===== src/rtl/mcdp_pkg.sv =====
// Shared types and encodings for the multicycle 8-bit datapath.
// Opcode/funct constants and the controller state enum live here.
package mcdp_pkg;

    typedef enum logic [2:0] {
        S_FETCH0,
        S_FETCH1,
        S_DECODE,
        S_EXEC,
        S_MEM,
        S_WB,
        S_HALT
    } state_t;

    localparam logic [3:0] OP_R    = 4'b0000;
    localparam logic [3:0] OP_LW   = 4'b0001;
    localparam logic [3:0] OP_SW   = 4'b0010;
    localparam logic [3:0] OP_BEQ  = 4'b0011;
    localparam logic [3:0] OP_ADDI = 4'b0100;
    localparam logic [3:0] OP_J    = 4'b0101;
    localparam logic [3:0] OP_HALT = 4'b1111;

    localparam logic [2:0] F_AND = 3'b000;
    localparam logic [2:0] F_OR  = 3'b001;
    localparam logic [2:0] F_ADD = 3'b010;
    localparam logic [2:0] F_SUB = 3'b110;
    localparam logic [2:0] F_SLT = 3'b111;

    function automatic logic insn_legal(input logic [3:0] op, input logic [2:0] funct);
        case (op)
            OP_R:    return funct inside {F_AND, F_OR, F_ADD, F_SUB, F_SLT};
            OP_LW, OP_SW, OP_BEQ, OP_ADDI, OP_J, OP_HALT: return 1'b1;
            default: return 1'b0;
        endcase
    endfunction

endpackage


===== src/rtl/mcdp_regfile.sv =====
// Register file: NREGS x DWIDTH, two async read ports, one write port.
// r0 always reads zero and ignores writes.
module mcdp_regfile #(
    parameter int          DWIDTH = 8,
    parameter int unsigned NREGS  = 4,
    localparam int         RAW    = $clog2(NREGS)
) (
    input  logic              clk,
    input  logic              rst_n,
    input  logic [RAW-1:0]    ra1,
    input  logic [RAW-1:0]    ra2,
    output logic [DWIDTH-1:0] rd1,
    output logic [DWIDTH-1:0] rd2,
    input  logic              we,
    input  logic [RAW-1:0]    wa,
    input  logic [DWIDTH-1:0] wd
);

    logic [DWIDTH-1:0] regs [NREGS];

    always_ff @(posedge clk or negedge rst_n) begin
        if (!rst_n) begin
            for (int unsigned i = 0; i < NREGS; i++) regs[i] <= '0;
        end else if (we && wa != '0) begin
            regs[wa] <= wd;
        end
    end

    assign rd1 = (ra1 == '0) ? '0 : regs[ra1];
    assign rd2 = (ra2 == '0) ? '0 : regs[ra2];

endmodule


===== src/rtl/multicycle_datapath.sv =====
// Multicycle 8-bit core: 16-bit instructions fetched as two bytes over one
// shared memory port with a ready handshake; controller FSM is inline.
module multicycle_datapath
    import mcdp_pkg::*;
#(
    parameter int          DWIDTH   = 8,
    parameter int          IWIDTH   = 16,
    parameter int unsigned NREGS    = 4,
    parameter int          RESET_PC = 0
) (
    input  logic              clk,
    input  logic              reset,
    output logic              mem_req,
    output logic              mem_we,
    output logic [DWIDTH-1:0] mem_addr,
    output logic [DWIDTH-1:0] mem_wdata,
    input  logic [DWIDTH-1:0] mem_rdata,
    input  logic              mem_ready,
    output logic [DWIDTH-1:0] pc,
    output logic              halted,
    output logic              illegal
);

    localparam int RAW  = $clog2(NREGS);
    localparam int IMMW = IWIDTH - 4 - 2*RAW;
    localparam int JW   = IWIDTH - 4;

    state_t state, next_state;

    logic [IWIDTH-1:0] ir;
    logic [DWIDTH-1:0] a, b, aluout, mdr, alu_res;
    logic [DWIDTH-1:0] rf_rd1, rf_rd2, rf_wd;
    logic [RAW-1:0]    rf_wa;
    logic              rf_we;

    logic [3:0]        op;
    logic [RAW-1:0]    rs, rt, rd;
    logic [IMMW-1:0]   imm;
    logic [2:0]        funct;
    logic [DWIDTH-1:0] simm, jaddr;
    logic              legal;

    assign op    = ir[IWIDTH-1 -: 4];
    assign rs    = ir[IWIDTH-5 -: RAW];
    assign rt    = ir[IWIDTH-5-RAW -: RAW];
    assign rd    = ir[IWIDTH-5-2*RAW -: RAW];
    assign imm   = ir[IMMW-1:0];
    assign funct = ir[2:0];
    assign simm  = DWIDTH'($signed(imm));
    assign jaddr = DWIDTH'(ir[JW-1:0]);
    assign legal = insn_legal(op, funct);

    mcdp_regfile #(.DWIDTH(DWIDTH), .NREGS(NREGS)) u_rf (
        .clk   (clk),
        .rst_n (reset),
        .ra1   (rs),
        .ra2   (rt),
        .rd1   (rf_rd1),
        .rd2   (rf_rd2),
        .we    (rf_we),
        .wa    (rf_wa),
        .wd    (rf_wd)
    );

    assign rf_we = (state == S_WB);
    assign rf_wa = (op == OP_R) ? rd : rt;
    assign rf_wd = (op == OP_LW) ? mdr : aluout;

    always_comb begin
        alu_res = a + simm;
        if (op == OP_R) begin
            case (funct)
                F_AND:   alu_res = a & b;
                F_OR:    alu_res = a | b;
                F_SUB:   alu_res = a - b;
                F_SLT:   alu_res = DWIDTH'($signed(a) < $signed(b));
                default: alu_res = a + b;
            endcase
        end
    end

    always_ff @(posedge clk or negedge reset) begin
        if (!reset) begin
            state   <= S_FETCH0;
            pc      <= DWIDTH'(RESET_PC);
            ir      <= '0;
            a       <= '0;
            b       <= '0;
            aluout  <= '0;
            mdr     <= '0;
            halted  <= 1'b0;
            illegal <= 1'b0;
        end else begin
            state <= next_state;
            case (state)
                S_FETCH0: if (mem_ready) ir[DWIDTH-1:0] <= mem_rdata;
                S_FETCH1: begin
                    if (mem_ready) begin
                        ir[IWIDTH-1 -: DWIDTH] <= mem_rdata;
                        pc <= pc + DWIDTH'(2);
                    end
                end
                S_DECODE: begin
                    a <= rf_rd1;
                    b <= rf_rd2;
                    if (op == OP_J) begin
                        pc <= jaddr;
                    end else if (op == OP_HALT || !legal) begin
                        halted  <= 1'b1;
                        illegal <= !legal;
                    end
                end
                S_EXEC: begin
                    aluout <= alu_res;
                    // pc already points past this instruction here
                    if (op == OP_BEQ && a == b) pc <= pc + (simm << 1);
                end
                S_MEM: if (mem_ready && op == OP_LW) mdr <= mem_rdata;
                default: ;
            endcase
        end
    end

    // Reset gates the bus combinationally so a pending request drops at once.
    always_comb begin
        next_state = state;
        mem_req    = 1'b0;
        mem_we     = 1'b0;
        mem_addr   = '0;
        mem_wdata  = '0;
        if (reset) begin
            case (state)
                S_FETCH0: begin
                    mem_req  = 1'b1;
                    mem_addr = pc;
                    if (mem_ready) next_state = S_FETCH1;
                end
                S_FETCH1: begin
                    mem_req  = 1'b1;
                    mem_addr = pc + DWIDTH'(1);
                    if (mem_ready) next_state = S_DECODE;
                end
                S_DECODE: begin
                    if (op == OP_J)                      next_state = S_FETCH0;
                    else if (op == OP_HALT || !legal)    next_state = S_HALT;
                    else                                 next_state = S_EXEC;
                end
                S_EXEC: begin
                    if (op == OP_BEQ)                    next_state = S_FETCH0;
                    else if (op == OP_LW || op == OP_SW) next_state = S_MEM;
                    else                                 next_state = S_WB;
                end
                S_MEM: begin
                    mem_req  = 1'b1;
                    mem_addr = aluout;
                    if (op == OP_SW) begin
                        mem_we    = 1'b1;
                        mem_wdata = b;
                    end
                    if (mem_ready) next_state = (op == OP_LW) ? S_WB : S_FETCH0;
                end
                S_WB:    next_state = S_FETCH0;
                default: next_state = S_HALT;
            endcase
        end
    end

endmodule


===== config.mk =====
export PLATFORM = sky130hd
export DESIGN_NAME = multicycle_datapath
export DESIGN_NICKNAME = d
export VERILOG_FILES = /design/src/rtl/mcdp_pkg.sv /design/src/rtl/mcdp_regfile.sv /design/src/rtl/multicycle_datapath.sv
export SDC_FILE = /design/constraint.sdc
export NUM_CORES = 1
export LEC_CHECK = 0
export BUFFER_PORTS_ARGS = -buffer_cell sky130_fd_sc_hd__buf_2
export CORE_ASPECT_RATIO = 1.2
export CORE_MARGIN = 5
export CORE_UTILIZATION = 49
export CTS_CLUSTER_DIAMETER = 120
export DETAILED_ROUTE_END_ITERATION = 16
export PLACE_DENSITY = 0.76
export SKIP_CTS_REPAIR_TIMING = 1
export SLEW_MARGIN = 10
export SYNTH_ARGS = -nofsm -noshare
export SYNTH_HDL_FRONTEND = slang
export SYNTH_SLANG_ARGS = --single-unit

===== constraint.sdc =====
create_clock -name clk -period 3.6 [get_ports clk]
set_input_delay 0.18 -clock clk [delete_from_list [all_inputs] [get_ports clk]]
set_output_delay 0.18 -clock clk [all_outputs]
set_load 0.02 [all_outputs]

[Word-level counts from Yosys, hierarchy flattened]
Index checks and enable logic that the tools add are counted.
Storage, ports and cells
  register bits: 93
  bits of input ports: 11
Operators by class
  $lt $le $gt $ge: 5
  multiplexer cells: 39
  equal/unequal tests: 21
  bitwise gates (word level): 6
  $add $sub $neg: 6
  reductions and logical operators: 23
Operators with widths (count)
  $mux W8: 16
  $pmux W8 S3: 2
  $bmux W8 S2: 2
  $bwmux W32: 1
  $pmux W8 S4: 1
  $add A8 B8 Y8: 3
  $mux W3: 7
  $pmux W3 S6: 1
  $demux W8 S2: 1
  $eq A3 B3 Y1 const B: 4
  $ne A2 B2 Y1 const B: 5
  $eq A3 B2 Y1 const B: 3
  $ge A3 B3 Y1 const B: 3
  $not A2 Y3: 3
  $add A8 B1 Y8 const B: 1
  $add A8 B2 Y8 const B: 1
  $and A8 B8 Y8: 1
  $eq A4 B2 Y1 const B: 2
  $eq A4 B3 Y1 const B: 2
  $eq A8 B8 Y1: 1
  $lt A8 B8 Y1: 1
  $or A8 B8 Y8: 1
  $reduce_and A4 Y1: 2
  $sub A8 B8 Y8: 1
  21 further kinds: 35

[Logic depth before layout (Yosys ltp)]
Gate-level depths: netlist (run 1).
  word-level depth: 8
  mapped depth: 13

[By module]
Synthesis (run 1) repeated with hierarchy kept, for this count alone.
Second synthesis, totals
  cell total of the unflattened synthesis: 642
  area total of the unflattened synthesis: 6118.4 um2
Modules (own cells, without submodules)
  multicycle_datapath: times used 1, area each 4843.4 um2, cells an instance 550, sequential area each 1526.5 um2
  mcdp_regfile: times used 1, area each 1275.0 um2, cells an instance 92, sequential area each 600.6 um2

[Worst setup path after synthesis (run 1)]
Ideal clock, no wire load.
  path type: register to register
  from: reg state[1]
  to: reg pc[7]
  arrival: 2925 ps
  required time: 3479 ps
  path buffers: 1
  slack: 554 ps
  cell stages (with the launch flop): 14
  path through: dfrtp_1 nor2b_1 and2_1 clkbuf_1 nand2b_1 ha_1 fa_1 a21o_1 a21oi_1 o21bai_1 a21oi_1 xor2_1 a22o_1 a22o_1
On the way
  cells in the longest elaborated chain, start to end: 3
  elaborated cells on any way between the ends: 9
  classes of those cells: eq/ne: 6; mux: 1; reduce/logical: 2
Ends and longest elaborated chain
  start: declaration: RTL line multicycle_datapath.sv:28  | state_t state, next_state;
  start signal: assignment: RTL line multicycle_datapath.sv:94  | state <= next_state;
  $eq A3 B2 Y1 / $eq A3 B1 Y1 (equally long branches): RTL line multicycle_datapath.sv:95  | case (state)
  $ne A2 B2 Y1 (no source line) / $reduce_bool A3 Y1 (equally long branches)
  $reduce_and A4 Y1 (no source line)
  end signal: assignment: RTL line multicycle_datapath.sv:100  | pc <= pc + DWIDTH'(2);
  end signal: assignment: RTL line multicycle_datapath.sv:107  | pc <= jaddr;
  end signal: assignment: RTL line multicycle_datapath.sv:116  | if (op == OP_BEQ && a == b) pc <= pc + (simm << 1);
  end: declaration: RTL line multicycle_datapath.sv:19  | output logic [DWIDTH-1:0] pc,
Several ways; a longest one is shown, not always the timed one.
A chain may end at the register's enable or synchronous reset.

[Worst setup path in the final report (run 1)]
Same ends and word-level chain as after synthesis.

==> implementation parameters, run 1 <==
Parameter                              Value

Outcome
  Status    completed

Synth
  Number of unique standard cell types used by synthesis    62
  Summed instance area of the synthesized netlist    5900 um2
  Dominant cells by area after synthesis    dfrtp_1 36%, ha_1 8.1%, mux2_2 7.4%
  Sequential element share of the synthesized area    36.0%
  Avg Inst Size Synth    9.01 um2
  Top_reg_cell synth    dfrtp_1
  #FFs+latches synth    85
  Synthesis warning total    0
  Number of enable-type register cells in the synthesized netlist    0
  Synth area leader    dfrtp_1
  Post-synth ARST share    100%
  Synthesized net count    708
  Post-synthesis cell count    655
  Area share of the leading cell type in the synthesized netlist    36.0%

Worst setup path
  Kind of end point of the critical path    register
  Origin of the worst setup path    state[1]
  Reg-to-reg critical path endpoint    pc[7]
  RR Startpoint    state[1]
  CP Data Arrival Time    3.25 ns
  Worst setup SP type    register
  Critical Path Fanout Max    9
  Endpoint required time on the critical path    3.83 ns
  Endpoint of the most critical setup path    pc[7]
  R2R Setup Slk    0.58 ns
  Critical Setup Path Class    register to register
  Depth of the worst register-to-register path    12

Pwr
  Part of the power in the clock network    12.2%
  Sequential share of power    30.0%
  Power spent charging and discharging nets    3.50 mW
  Comb pwr share    57.9%
  Share of total power consumed by net switching    48.4%
  Int Pwr    3.74 mW
  Maximum vdd ir drop    0.324 mV
  Static Leakage    2.87 nW
  Power density relative to cell area    1120 nW/um2

STA
  Clock period minus final worst setup slack    3.02 ns
  Final critical-path share of the clock period    83.9%
  Max Clock Skew    0.0101 ns
  Unrepaired setup endpoints after global routing    no
  Final hold violation count    0
  Setup TNS after final layout    0 ns
  Max Transition Viols Final    0
  Worst-margin pin slew    0.771 ns
  Worst hold slack after final layout    0.0959 ns
  Worst Setup Slack, final    0.578 ns
  Max Clock Freq    331 MHz
  Worst slew margin relative to its limit    48.6%
  Endpoints failing setup    0

Placed design
  Count of buffers inserted at the top-level ports    38
  GPL Wtd Cong    0.864
  Sum of net half-perimeters after detailed placement    12300 um
  Worst slack, placed    0.582 ns
  Post-DP Area    6180 um2

Layout
  Final std cell area, no fill    6480 um2
  Antenna cell count    0
  Most used cells in the layout excluding fill and tap cells    85 x dfrtp_1, 84 x nor2_1, 73 x a21oi_1, 42 x nand2_1, 39 x mux2_2
  Share of layout cells above drive strength 1    17.2%
  Core occupancy in the finished layout    54.2%
  Area growth syn-to-layout    9.79%
  Multi-input combinational cell area    3480 um2
  Most common cell after layout, fill and taps aside    dfrtp_1
  Net total in the final layout    727
  Footprint of the flip-flops and latches    2130 um2
  Layout filler cell count    1098

Global routing
  Met1 usage in global routing    29.4%
  First-pass GRT wire length    26000 um
  Total Routing Usage GR    23.6%
  Largest net degree at the start of global routing    63
  Antenna violations before repair    0
  Most Crowded Layer GR    met2
  Met2 Use GR    40.3%
  Fraction of met3 tracks used by global routing    4.80%
  Sum of overflow across all layers after global routing    0
  Vias in the first global route    4961

Clock tree
  Clock transition at path regs    0.06 ns
  Clock Sink Count    85
  TritonCTS Buffers    9
  Clock Path Buffers    2
  Later-pin clock latency in the skew report    0.34 ns
  H-tree depth    3
  Clock root cell    clkbuf_16
  TritonCTS clock tree    built

Route
  Initial drt markers    416
  DRC Markers    0
  Final ANT Viol Nets    0
  Avg WL per Cell    19.6 um
  Via count    5078
  Final WL    16400 um
  Vias per cell    6.05
  First-pass iteration count of the detailed router    4

Die
  Total Die Area    14300 um2
  Vertical die dimension    130 um
  Floorplan die width    110 um
  Boundary pin count    39
  Starting density of the core    49.4%
  Placeable Area    11900 um2
  Number of standard-cell rows in the floorplan    44

Run
  MaxCap Viol Count    0

Hold path
  Worst min-delay path class    input port to register
==> power groups by stage <==
stage / clock network [mW] / registers, mW / logic [mW]
finish: 0.880 / 2.17 / 4.19
global route: 0.946 / 2.22 / 4.62
CTS: 0.897 / 2.15 / 4.15
detailed placement: 0 / 2.17 / 4.13
global placement: 0 / 2.14 / 4.00
floorplan: 0 / 1.85 / 3.33
==> Yosys cell counts (7+ instances only) <==
| cell | number |
|---|---|
| mux2_2 | 39 |
| a21oi_1 | 73 |
| nand3_1 | 11 |
| a21o_1 | 8 |
| clkbuf_1 | 16 |
| o21ai_0 | 30 |
| nor3_1 | 10 |
| buf_2 | 13 |
| nor2_1 | 84 |
| and3_1 | 8 |
| ha_1 | 38 |
| xnor2_1 | 14 |
| a22oi_1 | 15 |
| inv_1 | 30 |
| dfrtp_1 | 85 |
| nand2_1 | 42 |
| o211ai_1 | 7 |
| mux2i_1 | 21 |
| nor2b_1 | 8 |
==> worst min path at each step <==
stage	cells after the start	to	slack (ns)	startpoint
2_1_floorplan	0	a[0]	-0.12	reset
3_3_place_gp	1	u_rf.regs[10]	0.14	reset
6_report	3	ir[13]	0.1	mem_rdata[5]
3_5_place_dp	1	a[0]	0.14	reset
4_1_cts	1	b[0]	-0.22	reset
5_1_grt	3	ir[15]	0.1	mem_rdata[7]
==> per-layer routing <==
metal  up-vias  routed length (um)
met3        41                1050
met5         -                   0
met2       201                8160
met4         0                 589
met1      2475                6640
li1       2361                   -
==> state kept, by name, indices dropped and copies added, names as in the netlist <==
| signal | count |
|---|---|
| u_rf.regs | 24 |
| ir | 16 |
| a | 8 |
| aluout | 8 |
| b | 8 |
| mdr | 8 |
| pc | 8 |
| state | 3 |
| halted | 1 |
| illegal | 1 |
==> kinds of logic (layout without fill, tap and decap cells) <==
logic type,after synthesis,after routing,share of synthesized area (%)
AO/OA/AOI/OAI,185,185,19.9
XOR/XNOR,19,19,2.82
adder cells (fa/ha/maj),42,42,9.41
buffers and inverters,71,95,5.17
flip-flops,85,85,36.0
multiplexers,60,60,11.0
AND/OR/NAND/NOR,193,193,15.6
==> metrics by stage <==
step / cells / power (mW)
finish: 840 / 7.24
global route: 840 / 7.79
CTS: 839 / 7.20
detailed placement: 823 / 6.29
global placement: 823 / 6.13
floorplan: 655 / 5.19
==> critical path, stage by stage, from the launching register on <==
cell	delay (ns)
dfrtp_1	0.47
nor2b_1	0.36
and2_1	0.21
nand2b_1	0.07
ha_1	0.21
fa_1	0.41
a21o_1	0.18
a21oi_1	0.21
o21bai_1	0.09
a21oi_1	0.18
xor2_1	0.11
a22o_1	0.19
a22o_1	0.22
==> final cells by class <==
class / instances / area share [%]
Timing Repair Buffer: 46 / 3.94
Inverter: 33 / 1.91
Sequential cell: 85 / 32.8
Clock inverter: 4 / 0.502
Multi-Input combinational cell: 499 / 53.8
Tap cell: 161 / 3.11
Clock buffer: 12 / 3.96
Power figures use the tool's default switching activity.
==> run 2, diff against run 1 <==
ABC_AREA = 1   (was default)
PLACE_DENSITY = 0.78   (was 0.76)
clock period = 2.5 ns   (was 3.6 ns; I/O delays follow)
==> run 2 against run 1 <==
Final area increased by 8.5%; critical path depth rose by 5; utilization up 1.2 points; wire length rose by 7.6%; critical path type unchanged; largest power group unchanged.
==> implementation parameters, run 2 <==
Parameter                              Value

Outcome
  Status    completed

Worst setup path
  Total buffers and inverters traversed by the critical path    3
  Worst setup SP type    register
  Cell breakdown of the critical path    inv_2 -> nand2_1 -> nor2_2 -> buf_4 -> inv_2 -> nor2_1 -> ha_1 -> a21oi_1 -> nand2_1 -> nand2_1 -> nand2_1 -> nand2_1 -> a21oi_1 -> nor2_1 -> nand2_1 -> nand2_1 -> nand2_1
  Critical Path Fanout Max    6
  Origin of the worst setup path    state[2]
  Peak per-stage delay on the critical path    0.42 ns
  Critical Setup Path Class    register to register
  Kind of end point of the critical path    register
  Endpoint required time on the critical path    2.74 ns
  Cell repeated most along the worst path    nand2_1
  Cell family with the largest share of critical-path delay    simple AND/OR/NAND/NOR gates
  CP Data Arrival Time    2.51 ns
  RR Startpoint    state[2]
  Slowest CP cell    dfrtp_2

Layout
  Most common cell after layout, fill and taps aside    nand2_1
  Final std cell area, no fill    7030 um2
  Antenna cell count    0
  Core occupancy in the finished layout    55.5%
  Area growth syn-to-layout    10.9%
  Register bank with the most flops    u_rf.regs
  Flip-flop count of the largest register after layout    32
  Most used cells in the layout excluding fill and tap cells    243 x nand2_1, 101 x inv_1, 92 x dfrtp_1, 80 x nor2_1, 56 x a21oi_1
  Registers with the most flip-flops    u_rf.regs x32, ir x16
  Share of layout cells above drive strength 1    11.8%
  Net total in the final layout    968

Pwr
  Static Leakage    3.55 nW
  Maximum vdd ir drop    0.826 mV
  Power density relative to cell area    1410 nW/um2
  Total power after layout    9.92 mW

Route
  Vias per cell    5.58
  DRC Markers    0
  Final WL    17700 um
  First-pass iteration count of the detailed router    5
  Via count    6039
  Initial drt markers    585
  Avg WL per Cell    16.3 um
  Final ANT Viol Nets    0

Synth
  Post-synth ARST share    100%
  Avg Inst Size Synth    7.23 um2
  Area share of the leading cell type in the synthesized netlist    36.7%
  Main combinational cell family by area after synthesis    simple AND/OR/NAND/NOR gates
  Parity-gate share of the synthesized area counting xor and xnor cells    0.829%
  Summed instance area of the synthesized netlist    6340 um2
  Dominant cells by area after synthesis    dfrtp_1 37%, nand2_1 14%, ha_1 7.5%
  Synthesis warning total    0
  Synthesized net count    930
  Number of enable-type register cells in the synthesized netlist    0
  Sequential element share of the synthesized area    36.7%
  Most frequent cells after synthesis    243 x nand2_1, 101 x inv_1, 93 x dfrtp_1, 80 x nor2_1, 56 x a21oi_1
  Top_reg_cell synth    dfrtp_1
  Simple-gate portion of the synthesized area    27.1%
  Synth area leader    dfrtp_1
  Post-Synth Adder-Cell Area    8.76%
  Multiplexer area fraction after synthesis    0.178%
  Number of unique standard cell types used by synthesis    49
  Fraction of the mapped netlist area in compound gates    17.2%
  Most common cell in the netlist    nand2_1
  #FFs+latches synth    93
  Post-synthesis cell count    877

Placed design
  Worst slack, placed    0.190 ns
  Sum of net half-perimeters after detailed placement    13800 um
  Post-DP Area    6740 um2
  Count of buffers inserted at the top-level ports    38
  GPL Wtd Cong    0.933

STA
  Unrepaired setup endpoints after global routing    no
  Final hold violation count    0
  Worst-margin pin slew    0.679 ns
  Final critical-path share of the clock period    90.7%
  Max Clock Skew    0.0102 ns
  Clock period minus final worst setup slack    2.27 ns
  Max Transition Viols Final    0
  Worst slew margin relative to its limit    54.4%
  Endpoints failing setup    0
  Setup TNS after final layout    0 ns
  Worst Setup Slack, final    0.232 ns
  Max Clock Freq    441 MHz

Global routing
  Antenna violations before repair    0
  Largest net degree at the start of global routing    83
  Sum of overflow across all layers after global routing    0
  First-pass GRT wire length    29200 um
  Total Routing Usage GR    23.9%
  Vias in the first global route    5770

Clock tree
  Later-pin clock latency in the skew report    0.35 ns
  Clock root cell    clkbuf_16
  H-tree depth    3
  Clock transition at path regs    0.06 ns
  TritonCTS Buffers    9
  TritonCTS clock tree    built
  Clock Sink Count    93
  Clock Path Buffers    2

Hold path
  Worst min-delay path class    input port to register
  Hold path startpoint    mem_rdata[1]

Die
  Number of standard-cell rows in the floorplan    45
  Boundary pin count    39
  Placeable Area    12700 um2
  Total Die Area    15300 um2
  Vertical die dimension    135 um
  Floorplan die width    114 um
  Starting density of the core    50.0%

Run
  MaxCap Viol Count    0
[run 2: cell count changes in the layout (fill, tap and decap cells not counted), moves of 15 or more]
| cell | previous run | this run |
|---|---|---|
| a21oi_1 | 73 | 56 |
| a22oi_1 | 15 | 0 |
| a31oi_1 | 6 | 28 |
| inv_1 | 30 | 101 |
| mux2_2 | 39 | 1 |
| mux2i_1 | 21 | 0 |
| nand2_1 | 42 | 243 |
| nand3_1 | 11 | 46 |
| o21ai_1 | 0 | 38 |
| o32ai_1 | 1 | 16 |
[run 2: routing by layer]
metal  global-route usage [%]  up-vias  share of wire [%]
li1                         -     2960                  -
met5                        0        -                  0
met4                     10.4        0                4.2
met2                     38.8      208                 48
met1                     31.1     2821                 42
met3                     4.39       50                6.2
[run 2: cell type report]
type	count	area (um2)
repair buffers	58	358
well taps	164	205
inverters	116	438
flip-flops and latches	93	2330
clock inverters	3	22.5
fillers	1220	5640
multi-input cells	637	3430
clock buffers	12	246
[run 2: logic make-up (layout without fill, tap and decap cells)]
kind of cell | count (synthesis) | in the layout
and+or+nand+nor | 408 | 408
AOI/OAI and AO/OA | 180 | 180
buffers and inverters | 147 | 189
DFF | 93 | 93
adders and majority gates | 42 | 42
xor gates and xnor gates | 6 | 6
muxes | 1 | 1
[run 2: worst reg2reg max path, cell delays in order (launching register included)]
cell and delay, ns:
dfrtp_2 0.42, inv_2 0.09, nand2_1 0.09, nor2_2 0.16, buf_4 0.14, inv_2 0.06
nor2_1 0.09, ha_1 0.29, a21oi_1 0.19, nand2_1 0.10, nand2_1 0.10, nand2_1 0.06
nand2_1 0.07, a21oi_1 0.07, nor2_1 0.08, nand2_1 0.05, nand2_1 0.06, nand2_1 0.05
[run 2: report_power, final]
group | total, mW | internal, mW | switching [mW]
Combinational | 5.78 | 2.00 | 3.78
Sequential | 2.88 | 2.14 | 0.738
Clock | 1.26 | 0.698 | 0.561
[run 2: worst paths after layout]
kind / slack, ns / endpoint / cells past startpoint
worst max register to register: 0.23 / pc[6] / 17
worst max-delay path: 0.23 / pc[6] / 17
worst min-delay path: 0.08 / mdr[1] / 3
min in group asynchronous: 0.19 / ir[12] / 2
worst min register to register: 0.40 / u_rf.regs[29] / 0
max in group asynchronous: 1.63 / a[0] / 3
[run 2: metrics by stage]
step                cells  hold slack [ns]
global placement     1066           0.0129
finish               1083           0.0754
detailed placement   1066           0.0158
floorplan             877           -0.171
CTS                  1081           -0.349
global route         1083           0.0856
==> run 3, diff against run 2 <==
HOLD_SLACK_MARGIN = 0.15   (was default)
==> run 3 against run 2 <==
Highest routed layer unchanged; sequential power about the same; sequential cell count unchanged; global-route usage unchanged; first-iteration DRC count down 0.17%; register-to-register slack about the same; utilization up 0.63 points; critical endpoint is now pc[7]; combinational power about the same; die area unchanged; count of clock-buffer cells in the layout unchanged; non-clock buffer count up 8; total power about the same; clock power about the same.
==> implementation parameters, run 3 (same netlist as run 2, synthesis figures left out) <==
Parameter                              Value

Layout
  Antenna cell count    0
  Share of layout cells above drive strength 1    11.7%
  Most common cell after layout, fill and taps aside    nand2_1
  Most used cells in the layout excluding fill and tap cells    243 x nand2_1, 101 x inv_1, 92 x dfrtp_1, 80 x nor2_1, 56 x a21oi_1
  Registers with the most flip-flops    u_rf.regs x32, ir x16
  Net total in the final layout    976
  Area growth syn-to-layout    12.1%
  Flip-flop count of the largest register after layout    32
  Fin cells    1091
  Register bank with the most flops    u_rf.regs

Placed design
  GPL Wtd Cong    0.933
  Count of buffers inserted at the top-level ports    38
  Sum of net half-perimeters after detailed placement    13800 um
  Placed Instances    1066

Worst setup path
  Total buffers and inverters traversed by the critical path    1
  Peak per-stage delay on the critical path    0.42 ns
  Critical Path Fanout Max    4
  CP Data Arrival Time    2.49 ns
  Critical Setup Path Class    register to register
  Cell breakdown of the critical path    inv_2 -> nand2_1 -> nor2_2 -> nand2_1 -> ha_1 -> fa_2 -> nand3_1 -> nand3_1 -> nand2_1 -> nand2_1 -> a21o_1 -> nand2_1 -> nand2_1 -> o21ai_1 -> nand2_1
  Endpoint required time on the critical path    2.73 ns
  Cell family with the largest share of critical-path delay    simple AND/OR/NAND/NOR gates
  Kind of end point of the critical path    register
  Cell repeated most along the worst path    nand2_1
  Worst setup SP type    register
  Slowest CP cell    dfrtp_2

STA
  Setup TNS after final layout    0 ns
  Max Transition Viols Final    0
  Final critical-path share of the clock period    90.3%
  Worst slew margin relative to its limit    55.0%
  Unrepaired setup endpoints after global routing    no
  Max Clock Freq    443 MHz
  Worst-margin pin slew    0.671 ns
  Clock period minus final worst setup slack    2.26 ns
  Final hold violation count    0
  Max Clock Skew    0.00830 ns
  Endpoints failing setup    0

Clock tree
  H-tree depth    3
  TritonCTS clock tree    built
  Later-pin clock latency in the skew report    0.35 ns
  Clock transition at path regs    0.06 ns
  TritonCTS Buffers    9
  Clock Sink Count    93
  Clock Path Buffers    2
  Clock root cell    clkbuf_16

Die
  Total Die Area    15300 um2
  Floorplan die width    114 um
  Starting density of the core    50.0%
  Boundary pin count    39
  Number of standard-cell rows in the floorplan    45
  Placeable Area    12700 um2
  Vertical die dimension    135 um

Global routing
  First-pass GRT wire length    29200 um
  Vias in the first global route    5770
  Largest net degree at the start of global routing    83
  Met2 Use GR    38.8%
  Total Routing Usage GR    23.9%
  Most Crowded Layer GR    met2
  Antenna violations before repair    0
  Met1 usage in global routing    31.1%
  Fraction of met3 tracks used by global routing    4.39%
  Sum of overflow across all layers after global routing    0

Route
  Vias per cell    5.61
  Via count    6120
  First-pass iteration count of the detailed router    5
  Initial drt markers    584
  Final WL    17800 um
  DRC Markers    0
  Final ANT Viol Nets    0
  Avg WL per Cell    16.3 um

Pwr
  Total power after layout    9.92 mW
  Maximum vdd ir drop    0.824 mV
  Static Leakage    3.58 nW
  Power density relative to cell area    1400 nW/um2

Run
  MaxCap Viol Count    0

Outcome
  Status    completed

Hold path
  Worst min-delay path class    input port to async pin
[run 3: worst reg2reg max path: stages, from the launching register on]
cell     delay (ns)
dfrtp_2        0.42
inv_2          0.09
nand2_1        0.09
nor2_2         0.16
nand2_1        0.07
ha_1           0.21
fa_2           0.36
nand3_1        0.08
nand3_1        0.09
nand2_1        0.09
nand2_1        0.05
a21o_1         0.16
nand2_1        0.05
nand2_1        0.05
o21ai_1        0.12
nand2_1        0.06
[run 3: report_power, final]
part           total (mW)  internal [mW]  switching (mW)
registers            2.88           2.14           0.737
logic                5.78           2.00            3.78
clock network        1.26          0.698           0.561
[run 3: cell type report]
type	instances	area, um2
fillers	1206	5560
multi-input cells	637	3430
flip-flops and latches	93	2330
repair buffers	66	438
inverters	116	438
clock buffers	12	246
well taps	164	205
clock inverters	3	22.5
[run 3: final timing paths]
| kind | from | to | slack (ns) | depth (start not counted) |
|---|---|---|---|---|
| worst max register to register | state[2] | pc[7] | 0.24 | 15 |
| worst max-delay path | state[2] | pc[7] | 0.24 | 15 |
| min in group clk | mem_ready | state[0] | 0.29 | 5 |
| worst min-delay path | reset | ir[12] | 0.20 | 2 |
| max in group asynchronous | reset | a[0] | 1.61 | 3 |
| worst min register to register | u_rf.regs[25] | u_rf.regs[25] | 0.40 | 0 |
[run 3: routing by layer]
| metal | vias up | share of wire (%) |
|---|---|---|
| li1 | 2976 | - |
| met2 | 249 | 48 |
| met1 | 2850 | 42 |
| met4 | 0 | 4.1 |
| met3 | 45 | 6.5 |
| met5 | - | 0 |
[run 3: per-stage QoR]
step | setup WS [ns] | area [um2] | utilization [%] | hold WS [ns]
floorplan | 0.0251 | 6340 | - | -0.171
global placement | 0.247 | 6740 | 53.2 | 0.0129
detailed placement | 0.190 | 6740 | 53.2 | 0.0158
CTS | 0.185 | 7010 | 55.3 | -0.349
global route | 0.0205 | 7110 | 56.1 | 0.214
finish | 0.243 | 7110 | 56.1 | 0.196
